`src/rtl/wb_burst_sequencer_if.sv`:
```
// Wishbone B4 master-side bus bundle for the burst sequencer and its slave interconnect.
// stb is one strobe bit per slave; dat_w carries write data, dat_r the muxed slave read data.
interface wb_burst_sequencer_if #(
  parameter int ADDR_WIDTH = 4,
  parameter int DATA_WIDTH = 32,
  parameter int NUM_SLAVES = 2
);
  localparam int SEL_WIDTH = DATA_WIDTH / 8;

  logic                  cyc;
  logic                  we;
  logic [NUM_SLAVES-1:0] stb;
  logic [ADDR_WIDTH-1:0] adr;
  logic [DATA_WIDTH-1:0] dat_w;
  logic [SEL_WIDTH-1:0]  sel;
  logic [2:0]            cti;
  logic [1:0]            bte;
  logic                  ack;
  logic                  err;
  logic [DATA_WIDTH-1:0] dat_r;

  modport master (
    output cyc, we, stb, adr, dat_w, sel, cti, bte,
    input  ack, err, dat_r
  );

  modport slave (
    input  cyc, we, stb, adr, dat_w, sel, cti, bte,
    output ack, err, dat_r
  );
endinterface

```
`src/rtl/wb_burst_sequencer.sv`:
```
// Wishbone B4 burst master: accepts one request, runs a classic or incrementing burst to
// the addressed slave and terminates on last ack, err, timeout or an illegal request.
module wb_burst_sequencer #(
  parameter int ADDR_WIDTH = 4,
  parameter int DATA_WIDTH = 32,
  parameter int SEL_WIDTH  = DATA_WIDTH / 8,
  parameter int NUM_SLAVES = 2,
  parameter int MAX_BEATS  = 8,
  parameter int TIMEOUT    = 16
) (
  input  logic                         clk_i,
  input  logic                         rst_i,
  input  logic                         req_valid_i,
  output logic                         req_ready_o,
  input  logic                         req_we_i,
  input  logic [ADDR_WIDTH-1:0]        req_addr_i,
  input  logic [$clog2(MAX_BEATS)-1:0] req_len_i,
  input  logic [SEL_WIDTH-1:0]         req_sel_i,
  input  logic [DATA_WIDTH-1:0]        wr_data_i,
  output logic                         wr_pop_o,
  output logic [DATA_WIDTH-1:0]        rd_data_o,
  output logic                         rd_valid_o,
  output logic                         done_o,
  output logic                         err_o,
  wb_burst_sequencer_if.master         wb
);
  localparam int LEN_W  = $clog2(MAX_BEATS);
  localparam int REGION = (2 ** ADDR_WIDTH) / NUM_SLAVES;
  localparam int TMO_W  = $clog2(TIMEOUT + 1);

  typedef enum logic [1:0] {IDLE, ACTIVE, DONE} state_t;

  state_t                state_q, state_d;
  logic [ADDR_WIDTH-1:0] adr_q, adr_d;
  logic [LEN_W-1:0]      len_q, len_d;
  logic [LEN_W-1:0]      cnt_q, cnt_d;
  logic                  we_q, we_d;
  logic [SEL_WIDTH-1:0]  sel_q, sel_d;
  logic [NUM_SLAVES-1:0] stb_q, stb_d;
  logic [TMO_W-1:0]      tmo_q, tmo_d;
  logic                  err_q, err_d;
  logic                  rd_valid_q, rd_valid_d;
  logic [DATA_WIDTH-1:0] rd_data_q, rd_data_d;

  // Request legality: the whole burst must stay inside one slave region without wrapping.
  logic [ADDR_WIDTH:0]   end_addr;
  logic [ADDR_WIDTH:0]   start_region;
  logic [ADDR_WIDTH:0]   end_region;
  logic                  reject;
  logic [NUM_SLAVES-1:0] req_stb;

  assign end_addr     = {1'b0, req_addr_i} + (ADDR_WIDTH+1)'(req_len_i);
  assign start_region = {1'b0, req_addr_i} / (ADDR_WIDTH+1)'(REGION);
  assign end_region   = {1'b0, end_addr[ADDR_WIDTH-1:0]} / (ADDR_WIDTH+1)'(REGION);
  assign reject       = end_addr[ADDR_WIDTH] | (start_region != end_region);

  generate
    for (genvar gi = 0; gi < NUM_SLAVES; gi++) begin : g_stb_decode
      assign req_stb[gi] = (start_region == (ADDR_WIDTH+1)'(gi));
    end
  endgenerate

  logic active;
  logic beat_ack;
  logic last_beat;
  logic tmo_hit;

  assign active    = (state_q == ACTIVE);
  assign beat_ack  = wb.ack & ~wb.err;
  assign last_beat = (cnt_q == len_q);
  assign tmo_hit   = (tmo_q == TMO_W'(TIMEOUT - 1));

  always_comb begin
    state_d    = state_q;
    adr_d      = adr_q;
    len_d      = len_q;
    cnt_d      = cnt_q;
    we_d       = we_q;
    sel_d      = sel_q;
    stb_d      = stb_q;
    tmo_d      = tmo_q;
    err_d      = err_q;
    rd_valid_d = 1'b0;
    rd_data_d  = rd_data_q;
    case (state_q)
      IDLE: begin
        if (req_valid_i) begin
          we_d    = req_we_i;
          sel_d   = req_sel_i;
          len_d   = req_len_i;
          adr_d   = req_addr_i;
          cnt_d   = '0;
          tmo_d   = '0;
          stb_d   = req_stb;
          err_d   = reject;
          state_d = reject ? DONE : ACTIVE;
        end
      end
      ACTIVE: begin
        // err terminates even when the slave also raised ack in the same cycle
        if (wb.err) begin
          err_d   = 1'b1;
          state_d = DONE;
        end else if (wb.ack) begin
          adr_d = adr_q + ADDR_WIDTH'(1);
          cnt_d = cnt_q + LEN_W'(1);
          tmo_d = '0;
          if (!we_q) begin
            rd_valid_d = 1'b1;
            rd_data_d  = wb.dat_r;
          end
          if (last_beat) begin
            state_d = DONE;
          end
        end else if (tmo_hit) begin
          err_d   = 1'b1;
          state_d = DONE;
        end else begin
          tmo_d = tmo_q + TMO_W'(1);
        end
      end
      DONE:    state_d = IDLE;
      default: state_d = IDLE;
    endcase
  end

  always_ff @(posedge clk_i or negedge rst_i) begin
    if (!rst_i) begin
      state_q    <= IDLE;
      adr_q      <= '0;
      len_q      <= '0;
      cnt_q      <= '0;
      we_q       <= 1'b0;
      sel_q      <= '0;
      stb_q      <= '0;
      tmo_q      <= '0;
      err_q      <= 1'b0;
      rd_valid_q <= 1'b0;
      rd_data_q  <= '0;
    end else begin
      state_q    <= state_d;
      adr_q      <= adr_d;
      len_q      <= len_d;
      cnt_q      <= cnt_d;
      we_q       <= we_d;
      sel_q      <= sel_d;
      stb_q      <= stb_d;
      tmo_q      <= tmo_d;
      err_q      <= err_d;
      rd_valid_q <= rd_valid_d;
      rd_data_q  <= rd_data_d;
    end
  end

  // Bus outputs are gated by the state register so an async reset clears them at once.
  assign wb.cyc   = active;
  assign wb.stb   = active ? stb_q : '0;
  assign wb.we    = active & we_q;
  assign wb.adr   = active ? adr_q : '0;
  assign wb.sel   = active ? sel_q : '0;
  assign wb.dat_w = (active && we_q) ? wr_data_i : '0;
  assign wb.cti   = !active          ? 3'b000 :
                    (len_q == '0)    ? 3'b000 :
                    last_beat        ? 3'b111 : 3'b010;
  assign wb.bte   = 2'b00;

  assign req_ready_o = (state_q == IDLE);
  assign wr_pop_o    = active & we_q & beat_ack;
  assign rd_valid_o  = rd_valid_q;
  assign rd_data_o   = rd_data_q;
  assign done_o      = (state_q == DONE);
  assign err_o       = (state_q == DONE) & err_q;
endmodule

```
`src/flat_wrapper.sv`:
```
// flat-port wrapper written by rule: the top's interface ports become plain ports
module wb_burst_sequencer_flat 
#(
  parameter int ADDR_WIDTH = 4,
  parameter int DATA_WIDTH = 32,
  parameter int SEL_WIDTH  = DATA_WIDTH / 8,
  parameter int NUM_SLAVES = 2,
  parameter int MAX_BEATS  = 8,
  parameter int TIMEOUT    = 16
)
  (clk_i, rst_i, req_valid_i, req_ready_o, req_we_i, req_addr_i, req_len_i, req_sel_i, wr_data_i, wr_pop_o, rd_data_o, rd_valid_o, done_o, err_o, wb_cyc, wb_we, wb_stb, wb_adr, wb_dat_w, wb_sel, wb_cti, wb_bte, wb_ack, wb_err, wb_dat_r);
  wb_burst_sequencer_if #(.ADDR_WIDTH(ADDR_WIDTH), .DATA_WIDTH(DATA_WIDTH), .NUM_SLAVES(NUM_SLAVES)) wb_i ();
  input  logic clk_i;
  input  logic rst_i;
  input  logic req_valid_i;
  output logic req_ready_o;
  input  logic req_we_i;
  input  logic [ADDR_WIDTH-1:0] req_addr_i;
  input  logic [$clog2(MAX_BEATS)-1:0] req_len_i;
  input  logic [SEL_WIDTH-1:0] req_sel_i;
  input  logic [DATA_WIDTH-1:0] wr_data_i;
  output logic wr_pop_o;
  output logic [DATA_WIDTH-1:0] rd_data_o;
  output logic rd_valid_o;
  output logic done_o;
  output logic err_o;
  output wire logic [$bits(wb_i.cyc)-1:0] wb_cyc;
  output wire logic [$bits(wb_i.we)-1:0] wb_we;
  output wire logic [$bits(wb_i.stb)-1:0] wb_stb;
  output wire logic [$bits(wb_i.adr)-1:0] wb_adr;
  output wire logic [$bits(wb_i.dat_w)-1:0] wb_dat_w;
  output wire logic [$bits(wb_i.sel)-1:0] wb_sel;
  output wire logic [$bits(wb_i.cti)-1:0] wb_cti;
  output wire logic [$bits(wb_i.bte)-1:0] wb_bte;
  input wire logic [$bits(wb_i.ack)-1:0] wb_ack;
  input wire logic [$bits(wb_i.err)-1:0] wb_err;
  input wire logic [$bits(wb_i.dat_r)-1:0] wb_dat_r;
  assign wb_cyc = wb_i.cyc;
  assign wb_we = wb_i.we;
  assign wb_stb = wb_i.stb;
  assign wb_adr = wb_i.adr;
  assign wb_dat_w = wb_i.dat_w;
  assign wb_sel = wb_i.sel;
  assign wb_cti = wb_i.cti;
  assign wb_bte = wb_i.bte;
  assign wb_i.ack = wb_ack;
  assign wb_i.err = wb_err;
  assign wb_i.dat_r = wb_dat_r;
  wb_burst_sequencer #(.ADDR_WIDTH(ADDR_WIDTH), .DATA_WIDTH(DATA_WIDTH), .SEL_WIDTH(SEL_WIDTH), .NUM_SLAVES(NUM_SLAVES), .MAX_BEATS(MAX_BEATS), .TIMEOUT(TIMEOUT)) u_core (.clk_i(clk_i), .rst_i(rst_i), .req_valid_i(req_valid_i), .req_ready_o(req_ready_o), .req_we_i(req_we_i), .req_addr_i(req_addr_i), .req_len_i(req_len_i), .req_sel_i(req_sel_i), .wr_data_i(wr_data_i), .wr_pop_o(wr_pop_o), .rd_data_o(rd_data_o), .rd_valid_o(rd_valid_o), .done_o(done_o), .err_o(err_o), .wb(wb_i));
endmodule
```
`config.mk`:
```
export PLATFORM = sky130hd
export DESIGN_NAME = wb_burst_sequencer_flat
export DESIGN_NICKNAME = d
export VERILOG_FILES = /design/src/rtl/wb_burst_sequencer_if.sv /design/src/rtl/wb_burst_sequencer.sv /design/src/flat_wrapper.sv
export SDC_FILE = /design/constraint.sdc
export NUM_CORES = 1
export LEC_CHECK = 0
export BUFFER_PORTS_ARGS = -buffer_cell sky130_fd_sc_hd__buf_2
export CAP_MARGIN = 25
export CORE_MARGIN = 4
export CORE_UTILIZATION = 40
export CTS_CLUSTER_DIAMETER = 200
export DETAILED_ROUTE_END_ITERATION = 8
export GPL_ROUTABILITY_DRIVEN = 0
export PLACE_DENSITY = 0.83
export SLEW_MARGIN = 20
export SYNTH_ARGS = -nofsm -noshare
export SYNTH_HDL_FRONTEND = slang
export SYNTH_SLANG_ARGS = --single-unit
```
`constraint.sdc`:
```
create_clock -name clk_i -period 2.1 [get_ports clk_i]
set_input_delay 0.105 -clock clk_i [delete_from_list [all_inputs] [get_ports clk_i]]
set_output_delay 0.105 -clock clk_i [all_outputs]
set_load 0.01 [all_outputs]
```
* Yosys cells after proc, flatten, opt, wreduce, memory -nomap -nowiden *
Cells that the tools add are included.

word-level totals
  bits of input ports = 81
  logic and storage cells = 82
  output and inout port bits = 86
  bits in registers = 58

operators by class
  reduce and logical (&&, ||, !) cells = 11
  equality and inequality tests = 13
  bitwise logic cells = 7
  $add $sub $neg = 4
  mux-type cells = 36

operators by type and width
  cell                                            number
  2-to-1 mux 32 bit                               1
  2-to-1 mux 4 bit                                5
  2-to-1 mux 5 bit                                4
  2-to-1 mux 3 bit                                6
  AND reduction 4 bit                             4
  2-to-1 mux 2 bit                                7
  case mux 5 bit (2 select lines)                 1
  != test 3 bit (second input constant)           3
  2-to-1 mux 1 bit                                8
  != test 4 bit (second input constant)           2
  case mux 4 bit (2 select lines)                 1
  != test 2 bit (second input constant)           3
  case mux 3 bit (2 select lines)                 1
  adder 4 x 3 -> 5 bit                            1
  adder 5 x 1 -> 5 bit (second input constant)    1
  == test 5 x 4 -> 1 bit (second input constant)  1
  logical NOT 5 bit                               1
  adder 4 x 1 -> 4 bit (second input constant)    1
  AND 1 bit                                       4
  case mux 2 bit (2 select lines)                 1
  adder 3 x 1 -> 3 bit (second input constant)    1
  == test 3 bit                                   1
  logical NOT 3 bit                               1
  AND reduction 3 bit                             1
  10 further kinds                                11

* Depth between registers and ports, before layout *
  word-level depth = 6
  mapped depth = 7

* Worst setup path before layout *
OpenSTA, ideal clock, no wires.

  path kind = flip-flop to flip-flop
  from = register u_core.tmo_q[0]
  to = register u_core.tmo_q[2]
  setup time = 124 ps
  data arrival time = 1660 ps
  stages on the path, launching flop included = 8
  required time = 1976 ps
  setup slack = 316 ps
  cell sequence = dfrtp_1 ha_1 and3_1 ha_1 nand2b_1 a21oi_1 or2_4 a211o_1

on the way
  cells in the longest elaborated chain, start to end = 5
  elaborated cells between the ends (all ways) = 8
  those cells by class = add/sub (1); eq/ne (2); mux (4); reduce/logical (1)

ends and longest elaborated chain
  item                             RTL line                   text
  start, declared                  wb_burst_sequencer.sv:40   logic [TMO_W-1:0] tmo_q, tmo_d;
  start signal, assigned           wb_burst_sequencer.sv:148  tmo_q <= tmo_d;
  adder 5 x 1 -> 5 bit             wb_burst_sequencer.sv:119  tmo_d = tmo_q + TMO_W'(1);
  2-to-1 mux 5 bit                 wb_burst_sequencer.sv:115  end else if (tmo_hit) begin
  2-to-1 mux 5 bit                 wb_burst_sequencer.sv:104  end else if (wb.ack) begin
  2-to-1 mux 5 bit                 wb_burst_sequencer.sv:101  if (wb.err) begin
  case mux 5 bit (2 select lines)  wb_burst_sequencer.sv:85   case (state_q)

Several ways; a longest one is shown, not always the timed one. The select of a mux whose other input is x is not followed.
A chain may end at the register's enable or synchronous reset.

* Final worst setup path *
Ends and elaborated chain as after synthesis.

==> impl_metrics.yaml <==
global_routing:
  grtUsageMet2_pct: 33.0
  grt_start_max_net_pins: 36
  antenna_found_initial: 0
  first_global_vias: 2546
  grt_overflow: 0
  grt_pass1_wl_mm: 12.1
  track_usage_pct: 17.7
  grtUsageMet1_pct: 19.5
  met3_usage_pct: 4.49
  busiest_layer: "met2"
floorplanning:
  core_area_mm2: 0.00725
  die_y_um: 94.2
  rows: 31
  die_area_mm2: 0.00888
  initial_core_util_pct: 41.0
  fp.dieW_um: 94.2
  io_pins: 167
drt:
  route.vias.total: 2515
  drt_iter0_drc: 29
  drc_errors: 0
  drt-pass1-iter-count: 4
  drtAntennaViolNets: 0
  viasPerCell: 4.76
  post_drt_wl_per_cell_um: 14.9
  wl_mm: 7.87
clock_network:
  clk_path_buf_depth: 2
  htree_levels: 3
  cts_sinks: 58
  cts-root-buf: "clkbuf_8"
  post_cts_buffers: 0
  numCtsBuffers: 9
  clk_pin_slew_ns: 0.07
  clk_latency_ns: 0.32
  cts_tree: "done"
layout:
  nNetsFinal: 511
  diodes: 0
  fillers: 601
  layout_commonest_cell: "buf_2"
  layout_common_cells: "buf_2, dfrtp_1, and3_1"
  syn_to_final_growth_pct: 45.1
  drive_gt1_share_pct: 55.0
power:
  p_leak_nw: 2.50
  p_per_area_mw_per_mm2: 1210
  power_mw: 5.22
  ir_worst_vdd_mv: 0.612
sta:
  finalCritPeriodShare_pct: 90.0
  fmax_mhz: 529
  hold_slack_ns: 0.0194
  grt_setup_unrepaired: "no"
  hold_viol: 0
  worst_slew_pin_slew_ns: 0.673
  setup_viol: 0
  setup-tns-final_ns: 0
  setup_slack_ns: 0.209
  fin_skew_ns: 0.0150
  finalMaxSlewViolations: 0
  finalCriticalPeriod_ns: 1.89
  slew-limit-headroom_pct: 55.2
worst_hold_path:
  hold_path.class: "input pin to flop"
  worstHoldStart: "req_sel_i[1]"
synth:
  ys_types: 42
  synth_top_area_share_pct: 48.8
  yosysTopAreaCell: "dfrtp_1"
  synth_edf_count: 0
  ys_warn_count: 0
  ys_ff_latch: 58
  ys_seq_area_share_pct: 48.8
  synth.area.top_cells: "dfrtp_1, mux2_4, and3_1"
  synthesis.area_mm2: 0.00297
  async_flop_share_pct: 100
  synth_area_per_cell_um2: 12.5
  synth_ff_type: "dfrtp_1"
  synth_cells: 237
setup_path:
  worstSetupPathType: "flop to flop"
  start_kind: "flop"
  path_max_fanout: 5
  cp-startpoint: "u_core.tmo_q[0]"
  cp.arrival_ns: 2.10
  r2r-start: "u_core.tmo_q[0]"
  worstPathRequired_ns: 2.31
  end_kind: "flop"
placement:
  portBuffers: 164
  place_worst_setup_slack_ns: 0.200
  place_hpwl_mm: 6.03
flow_run:
  maxCapViolations: 0
status:
  outcome: "finished clean"
==> logic make-up after synthesis <==
| kind of cell | count (synthesis) | synth area share [%] |
|---|---|---|
| adders and majority gates | 6 | 2.53 |
| other | 1 | 0.126 |
| buffers and inverters | 23 | 4.38 |
| and+or+nand+nor | 75 | 16.3 |
| muxes | 44 | 20.3 |
| xor gates and xnor gates | 5 | 1.47 |
| DFF | 58 | 48.8 |
| AOI/OAI and AO/OA | 25 | 6.10 |
==> Yosys cell counts (2+ instances only) <==
| cell type | number |
|---|---|
| a211o_1 | 2 |
| a21oi_1 | 7 |
| a22o_1 | 3 |
| and2_1 | 13 |
| and3_1 | 33 |
| buf_4 | 5 |
| buf_6 | 3 |
| clkbuf_1 | 8 |
| dfrtp_1 | 58 |
| ha_1 | 6 |
| inv_1 | 5 |
| mux2_2 | 14 |
| mux2_4 | 29 |
| nand2_1 | 6 |
| nand3_1 | 3 |
| nor2_1 | 5 |
| nor2b_1 | 5 |
| o21ai_0 | 3 |
| o22a_1 | 3 |
| xnor2_1 | 4 |
==> area by class of cell <==
| class | instances | area, µm² | share of cell area (%) |
|---|---|---|---|
| Timing Repair Buffer | 193 | 1120 | 26.0 |
| Multi-Input combinational cell | 157 | 1400 | 32.5 |
| Sequential cell | 58 | 1450 | 33.7 |
| Clock buffer | 11 | 141 | 3.28 |
| Clock inverter | 5 | 53.8 | 1.25 |
| Tap cell | 99 | 124 | 2.87 |
| Inverter | 5 | 18.8 | 0.435 |
==> what timing repair did <==
| item | CTS | global route |
|---|---|---|
| endpoints found under the hold margin | 49 | 1 |
| endpoints found under the setup margin | 0 | 2 |
| gates resized for setup | 0 | 1 |
| hold buffers | 22 | 1 |
==> sequential cells by signal, summed over array words and instances (netlist names) <==
signal             cells
u_core.cnt_q           3
u_core.sel_q           4
u_core.stb_q           2
u_core.we_q            1
u_core.len_q           3
u_core.state_q         2
u_core.tmo_q           5
u_core.rd_valid_o      1
u_core.adr_q           4
u_core.err_q           1
u_core.rd_data_o      32
==> path summary, 6_finish.rpt <==
| check | cells past startpoint | slack (ns) | endpoint |
|---|---|---|---|
| max reg2reg | 7 | 0.21 | u_core.tmo_q[2] |
| max in group asynchronous | 3 | 1.15 | u_core.tmo_q[0] |
| min in group asynchronous | 2 | 0.35 | u_core.sel_q[1] |
| min reg2reg | 2 | 0.48 | u_core.stb_q[0] |
| max | 7 | 0.21 | u_core.tmo_q[2] |
| min | 2 | 0.02 | u_core.sel_q[1] |
==> critical path: stages, from the launching register on <==
cell,delay (ns)
dfrtp_1,0.40
ha_1,0.24
and3_1,0.19
ha_1,0.21
nand2b_1,0.11
a21oi_1,0.09
or2_4,0.26
a211o_1,0.28
==> power breakdown <==
part / internal [mW] / switching (mW)
sequential: 1.59 / 0.336
combinational: 1.23 / 1.06
clock: 0.576 / 0.423
total: 3.40 / 1.82
==> metal layers <==
layer / up-vias / wire (µm)
li1: 1208 / -
met4: 0 / 53
met5: - / 0
met2: 113 / 4200
met1: 1188 / 3010
met3: 6 / 615
==> metrics by stage <==
step	util, %	area [µm²]	instances
finish	59.5	4310	528
global route	59.5	4310	528
CTS	59.3	4300	527
detailed placement	53.5	3880	489
global placement	53.5	3880	489
floorplan	-	2980	238
Note: power is estimated with default switching activity, not from simulation.
